File: src/rtl/mxm_pkg.sv
`default_nettype none
// ============================================================================
//  Module   : mxm_pkg
//  Purpose  : Shared types, mode constants and nibble decoder for the
//             mxm_tile_engine outer-product matrix engine.
//  Revision : 1.0
// ============================================================================
package mxm_pkg;

    typedef enum logic [1:0] {
        LOAD  = 2'd0,
        MAC   = 2'd1,
        DRAIN = 2'd2
    } state_e;

    localparam logic MODE_I4  = 1'b0;
    localparam logic MODE_FP4 = 1'b1;
    localparam int   PROD_W   = 9;

    // fp4 e2m1 is returned scaled by 2 so every value is an exact integer.
    function automatic logic signed [4:0] dec4(input logic mode, input logic [3:0] nib);
        logic [4:0] mag;
        logic signed [4:0] res;
        case (nib[2:1])
            2'd0:    mag = {4'b0000, nib[0]};
            2'd1:    mag = {3'b000, 1'b1, nib[0]};
            2'd2:    mag = {2'b00, 1'b1, nib[0], 1'b0};
            default: mag = {1'b0, 1'b1, nib[0], 2'b00};
        endcase
        if (mode == MODE_I4) begin
            res = $signed({nib[3], nib});
        end else if (nib[3]) begin
            res = $signed(-mag);
        end else begin
            res = $signed(mag);
        end
        return res;
    endfunction

endpackage
`default_nettype wire

File: src/rtl/mxm_sat_mac.sv
`default_nettype none
// ============================================================================
//  Module   : mxm_sat_mac
//  Purpose  : One saturating accumulator cell: acc += prod with clamp flag.
//  Revision : 1.0
// ============================================================================
module mxm_sat_mac
    import mxm_pkg::*;
#(
    parameter int ACC_W = 16
) (
    input  logic                     clk,
    input  logic                     rst,
    input  logic                     clr_i,
    input  logic                     en_i,
    input  logic signed [PROD_W-1:0] prod_i,
    output logic        [ACC_W-1:0]  acc_o,
    output logic                     clamp_o
);

    localparam logic signed [ACC_W-1:0] ACC_MAX = {1'b0, {(ACC_W-1){1'b1}}};
    localparam logic signed [ACC_W-1:0] ACC_MIN = {1'b1, {(ACC_W-1){1'b0}}};

    logic signed [ACC_W-1:0] acc_q;
    logic signed [ACC_W-1:0] acc_d;
    logic signed [ACC_W:0]   w_sum;
    logic                    w_pos_ovf;
    logic                    w_neg_ovf;

    // One guard bit is enough: |prod| <= 144 is far below half the range.
    assign w_sum     = {acc_q[ACC_W-1], acc_q} + (ACC_W+1)'(prod_i);
    assign w_pos_ovf = ~w_sum[ACC_W] &  w_sum[ACC_W-1];
    assign w_neg_ovf =  w_sum[ACC_W] & ~w_sum[ACC_W-1];

    always_comb begin
        acc_d = w_sum[ACC_W-1:0];
        if (w_pos_ovf) begin
            acc_d = ACC_MAX;
        end else if (w_neg_ovf) begin
            acc_d = ACC_MIN;
        end
    end

    always_ff @(posedge clk or posedge rst) begin
        if (rst) begin
            acc_q <= '0;
        end else if (clr_i) begin
            acc_q <= '0;
        end else if (en_i) begin
            acc_q <= acc_d;
        end
    end

    assign acc_o   = acc_q;
    assign clamp_o = en_i & (w_pos_ovf | w_neg_ovf);

endmodule
`default_nettype wire

File: src/rtl/mxm_tile_engine.sv
`default_nettype none
// ============================================================================
//  Module   : mxm_tile_engine
//  Purpose  : Streaming NxN outer-product engine accumulating C = A*B over K
//             in int4 or fp4 (e2m1) mode, draining results row-major.
//  Revision : 1.0
// ============================================================================
module mxm_tile_engine
    import mxm_pkg::*;
#(
    parameter int N     = 4,
    parameter int ACC_W = 16
) (
    input  logic             clk,
    input  logic             rst,
    input  logic             mode,
    input  logic             in_valid,
    output logic             in_ready,
    input  logic [7:0]       in_data,
    input  logic             in_last,
    output logic             out_valid,
    input  logic             out_ready,
    output logic [ACC_W-1:0] out_data,
    output logic             out_last,
    output logic             ovf
);

    localparam int NN     = N * N;
    localparam int IDX_W  = $clog2(N);
    localparam int OIDX_W = $clog2(NN);
    localparam logic [IDX_W-1:0]  LAST_BYTE = IDX_W'(N - 1);
    localparam logic [OIDX_W-1:0] LAST_OUT  = OIDX_W'(NN - 1);
    localparam logic [OIDX_W-1:0] PENULT    = OIDX_W'(NN - 2);

    state_e              state_q;
    logic [IDX_W-1:0]    bidx_q;
    logic [OIDX_W-1:0]   oidx_q;
    logic [3:0]          a_q [N];
    logic [3:0]          b_q [N];
    logic                mode_q;
    logic                first_q;
    logic                last_q;
    logic                ovf_q;
    logic                out_valid_q;
    logic                out_last_q;

    logic signed [PROD_W-1:0] w_a_ext [N];
    logic signed [PROD_W-1:0] w_b_ext [N];
    logic [ACC_W-1:0]         w_acc   [NN];
    logic [NN-1:0]            w_clamp;
    logic                     w_mac_en;
    logic                     w_clr;

    assign in_ready = (state_q == LOAD);
    assign w_mac_en = (state_q == MAC);
    assign w_clr    = (state_q == DRAIN) && out_ready && (oidx_q == LAST_OUT);

    generate
        for (genvar g = 0; g < N; g++) begin : g_dec
            assign w_a_ext[g] = PROD_W'(dec4(mode_q, a_q[g]));
            assign w_b_ext[g] = PROD_W'(dec4(mode_q, b_q[g]));
        end
        for (genvar r = 0; r < N; r++) begin : g_row
            for (genvar c = 0; c < N; c++) begin : g_col
                logic signed [PROD_W-1:0] w_prod;
                assign w_prod = w_a_ext[r] * w_b_ext[c];
                mxm_sat_mac #(.ACC_W(ACC_W)) u_cell (
                    .clk     (clk),
                    .rst     (rst),
                    .clr_i   (w_clr),
                    .en_i    (w_mac_en),
                    .prod_i  (w_prod),
                    .acc_o   (w_acc[r*N + c]),
                    .clamp_o (w_clamp[r*N + c])
                );
            end
        end
    endgenerate

    always_ff @(posedge clk or posedge rst) begin
        if (rst) begin
            state_q     <= LOAD;
            bidx_q      <= '0;
            oidx_q      <= '0;
            mode_q      <= MODE_I4;
            first_q     <= 1'b1;
            last_q      <= 1'b0;
            ovf_q       <= 1'b0;
            out_valid_q <= 1'b0;
            out_last_q  <= 1'b0;
            for (int i = 0; i < N; i++) begin
                a_q[i] <= '0;
                b_q[i] <= '0;
            end
        end else begin
            case (state_q)
                LOAD: begin
                    if (in_valid) begin
                        a_q[bidx_q] <= in_data[7:4];
                        b_q[bidx_q] <= in_data[3:0];
                        // Mode is frozen and the sticky flag cleared only when a new tile opens.
                        if (first_q) begin
                            mode_q  <= mode;
                            first_q <= 1'b0;
                            ovf_q   <= 1'b0;
                        end
                        if (bidx_q == LAST_BYTE) begin
                            bidx_q  <= '0;
                            last_q  <= in_last;
                            state_q <= MAC;
                        end else begin
                            bidx_q <= bidx_q + 1'b1;
                        end
                    end
                end
                MAC: begin
                    ovf_q <= ovf_q | (|w_clamp);
                    if (last_q) begin
                        state_q     <= DRAIN;
                        out_valid_q <= 1'b1;
                        out_last_q  <= 1'b0;
                    end else begin
                        state_q <= LOAD;
                    end
                end
                DRAIN: begin
                    if (out_ready) begin
                        if (oidx_q == LAST_OUT) begin
                            oidx_q      <= '0;
                            state_q     <= LOAD;
                            out_valid_q <= 1'b0;
                            out_last_q  <= 1'b0;
                            first_q     <= 1'b1;
                        end else begin
                            oidx_q     <= oidx_q + 1'b1;
                            out_last_q <= (oidx_q == PENULT);
                        end
                    end
                end
                default: state_q <= LOAD;
            endcase
        end
    end

    assign out_valid = out_valid_q;
    assign out_last  = out_last_q;
    assign out_data  = w_acc[oidx_q];
    assign ovf       = ovf_q;

endmodule
`default_nettype wire

File: config.mk
export PLATFORM = sky130hd
export DESIGN_NAME = mxm_tile_engine
export DESIGN_NICKNAME = d
export VERILOG_FILES = /design/src/rtl/mxm_pkg.sv /design/src/rtl/mxm_sat_mac.sv /design/src/rtl/mxm_tile_engine.sv
export SDC_FILE = /design/constraint.sdc
export NUM_CORES = 2
export LEC_CHECK = 0
export ABC_AREA = 1
export BUFFER_PORTS_ARGS = -buffer_cell sky130_fd_sc_hd__buf_2
export CAP_MARGIN = 20
export CORE_MARGIN = 3
export CORE_UTILIZATION = 25
export CTS_CLUSTER_DIAMETER = 50
export DETAILED_ROUTE_END_ITERATION = 12
export PLACE_DENSITY_LB_ADDON = 0.05
export RECOVER_POWER = 25
export SLEW_MARGIN = 10
export SYNTH_ARGS = -nofsm -noshare
export SYNTH_HDL_FRONTEND = slang
export SYNTH_SLANG_ARGS = --single-unit
export TNS_END_PERCENT = 100
File: constraint.sdc
create_clock -name clk -period 9.8 [get_ports clk]
set_input_delay 0.49 -clock clk [delete_from_list [all_inputs] [get_ports clk]]
set_output_delay 0.49 -clock clk [all_outputs]
set_load 0.1 [all_outputs]
==> flow_summary.toml <==
[floorplanning]
fp.dieArea_um2 = 190000
die_x_um = 435
core_area_um2 = 182000
num_io_pins = 34
fp-row-count = 156
die_h_um = 435
initial_utilization_pct = 25.3

[routing]
postRouteAntennaNets = 0
drt_iter0_drc = 2676
wirelength_um = 194000
dr.pass1.iters = 8
drcViolationCount = 0
viasPerCell = 4.56
num_vias = 44777
routedWlPerCell_um = 19.7

[clocking]
insertion_delay_ps = 710
post_cts_buffers = 0
clockBufferDepth = 3
clk_pin_slew_ps = 50
htree_num_levels = 3
ctsRootBufferMaster = "clkbuf_16"
cts_buffers = 83
ctsResizeCount = 0
clkSinkCount = 302
cts_tree = "yes"

[yosys]
syn_inst = 7309
yosys.area_share.xor_xnor_pct = 2.63
synth_compound_area_share_pct = 9.48
netlist_area_um2 = 46100
synth_top_area_cell = "nand2_1"
yosys_warnings = 0
synth_top_family_by_area = "simple AND/OR/NAND/NOR gates"
synth_nets = 8097
yosys.area_share.simple_pct = 33.5
yosys-mux-area-fraction_pct = 0.0244
synth_top_area_share_pct = 18.9
syn_avg_cell_area_um2 = 6.31
yosys.cell_types.count = 54
synth_edf_count = 0
ys_seq_area_share_pct = 16.4
synth_flop_cell = "dfrtp_1"
synth_area_leaders = "nand2_1 (19%), dfrtp_1 (16%), ha_1 (14%)"
synthArstFlopShare_pct = 100
ys_ff_latch = 302
synthAdderAreaFrac_pct = 25.2

[worst_setup_path]
max_stage_delay_ps = 670
reg2reg_from = "mode_q"
crit_arrival_ps = 9440
cp-end-kind = "flop"
worstSetupPathType = "flop to flop"
required_ps = 10330
cp_common_cell = "nand2_1"
crit_path_top_delay_cell = "or3_1"
cp-start-kind = "flop"
ff2ff_setup_slack_ps = 890
cp.buffers_inverters = 7
rr_worst_depth = 35
cp_top_family = "simple AND/OR/NAND/NOR gates"
r2r_end = "ovf"
crit_path_max_fanout = 34

[layout]
area_growth_pct = 12.6
final_cell_mix = "nand2_1 (2322), inv_1 (1302), nor2_1 (652), nand3_1 (551), ha_1 (518)"
final_common_cell = "nand2_1"
stdcell_count = 9813
multi_input_comb_area_um2 = 32700
postLayoutCoreUtil_pct = 28.5
seq_area_um2 = 7560
layout-drive-gt1-share_pct = 4.55
final_nets = 8081
fillerInstances = 20587

[timing]
slew_viol_final = 248
fin_crit_sh_pct = 90.9
fin_skew_ps = 38.6
finalCriticalPeriod_ps = 8910
setup_tns_ps = 0
setup_viol = 0
timing.final.ws_setup_ps = 887
hold_viol = 0
worst_pin_slew_ps = 4560
grt_setup_unrepaired = "false"
fmax_mhz = 112
max_slew_margin_pct = -206

[placed_design]
gp_congestion = 0.849
hpwl_um = 153000
port_buffers = 33
place_ws_ps = 935
placed_cells = 9656

[grt]
antenna_found_initial = 6
grt_max_degree = 118
gr-total-overflow = 0
grt_pass1_wl_um = 292000
grt_pass1_vias = 44608
grt_usage_pct = 20.1

[min_path]
hold_path_startpoint = "in_last"
whs_path_depth = 2
worstHoldEndpoint = "last_q"
min_path_type = "input port to flop"

[outcome]
status = "finished with violations"
violations = "capacitance limit, slew limit"

[run]
cap_violations = 3
## cells by family (layout without fill, tap and decap cells)
family                   after synthesis  after routing
buffers and inverters               1525           1577
flip-flops                           302            302
multiplexers                           1              1
XOR/XNOR                             136            136
other                                  0              3
AND/OR/NAND/NOR                     3772           3772
AO/OA/AOI/OAI                        799            799
adder cells (fa/ha/maj)              774            774
## how the worst max path moves through the flow
| stage | cells past startpoint | slack, ps | endpoint | startpoint |
|---|---|---|---|---|
| floorplan | 1 | 970 | a_q[0] | rst |
| global placement | 35 | 990 | ovf | mode_q |
| detailed placement | 35 | 940 | ovf | mode_q |
| CTS | 35 | 910 | ovf | mode_q |
| global route | 34 | 420 | ovf | mode_q |
| finish | 35 | 890 | ovf | mode_q |
## layout make-up
class | count | area share, %
diodes | 3 | 0.0145
clock buffers | 107 | 4.49
clock inverters | 46 | 1.34
inverters | 1340 | 9.70
multi-input cells | 5482 | 62.9
flip-flops and latches | 302 | 14.6
well taps | 2449 | 5.90
repair buffers | 84 | 1.06
## stage by stage
step	hold WS [ps]	cell area [um^2]
floorplan	467	46100
global placement	481	48900
detailed placement	492	48900
CTS	17.2	51900
global route	38.1	51900
finish	62.7	51900
## state kept, by name, summed over array words and instances, names as in the netlist
| name | flops |
|---|---|
| a_q | 16 |
| b_q | 16 |
| bidx_q | 2 |
| first_q | 1 |
| g_row.g_col.u_cell.acc_o | 256 |
| last_q | 1 |
| mode_q | 1 |
| oidx_q | 4 |
| out_last | 1 |
| out_valid | 1 |
| ovf | 1 |
| state_q | 2 |
## worst reg2reg max path, delay by kind of cell (launching register included)
family | cells | cell delay [ps]
AOI/OAI and AO/OA | 4 | 740
xor gates and xnor gates | 1 | 260
adders and majority gates | 6 | 2630
buffers and inverters | 7 | 1320
DFF | 1 | 380
and+or+nand+nor | 17 | 3420
## timing repair
item	4_1_cts	5_1_grt
hold buffers	1	0
endpoints found under the setup margin	0	0
hold endpoints to repair	78	0
## metal layers
layer	global-route usage, %	routed length, um	vias to the layer above
met5	0	0	-
met4	5.46	5520	0
met3	1.95	4890	173
met2	33.8	90000	641
met1	27.5	93300	21153
li1	-	-	22810
## Yosys cell counts, drive strengths merged, types with 2 or more instances
cell type	count
inv	1328
xnor2	63
nand2	2336
o311ai	2
or3	2
fa	256
a31oi	12
and2	54
nor3	56
dfrtp	301
a22o	12
a21oi	261
xor2	73
a21o	6
nor2	673
nand3	553
o31ai	10
clkbuf	94
clkinv	12
nand3b	3
o22ai	24
o221ai	12
ha	518
or2	22
buf	91
a221o	2
o21ai	432
nand4	72
o211ai	22
Power is left out: the tool's default activity adds up to more than one toggle a clock period on the data nets, which glitch-free logic cannot reach.
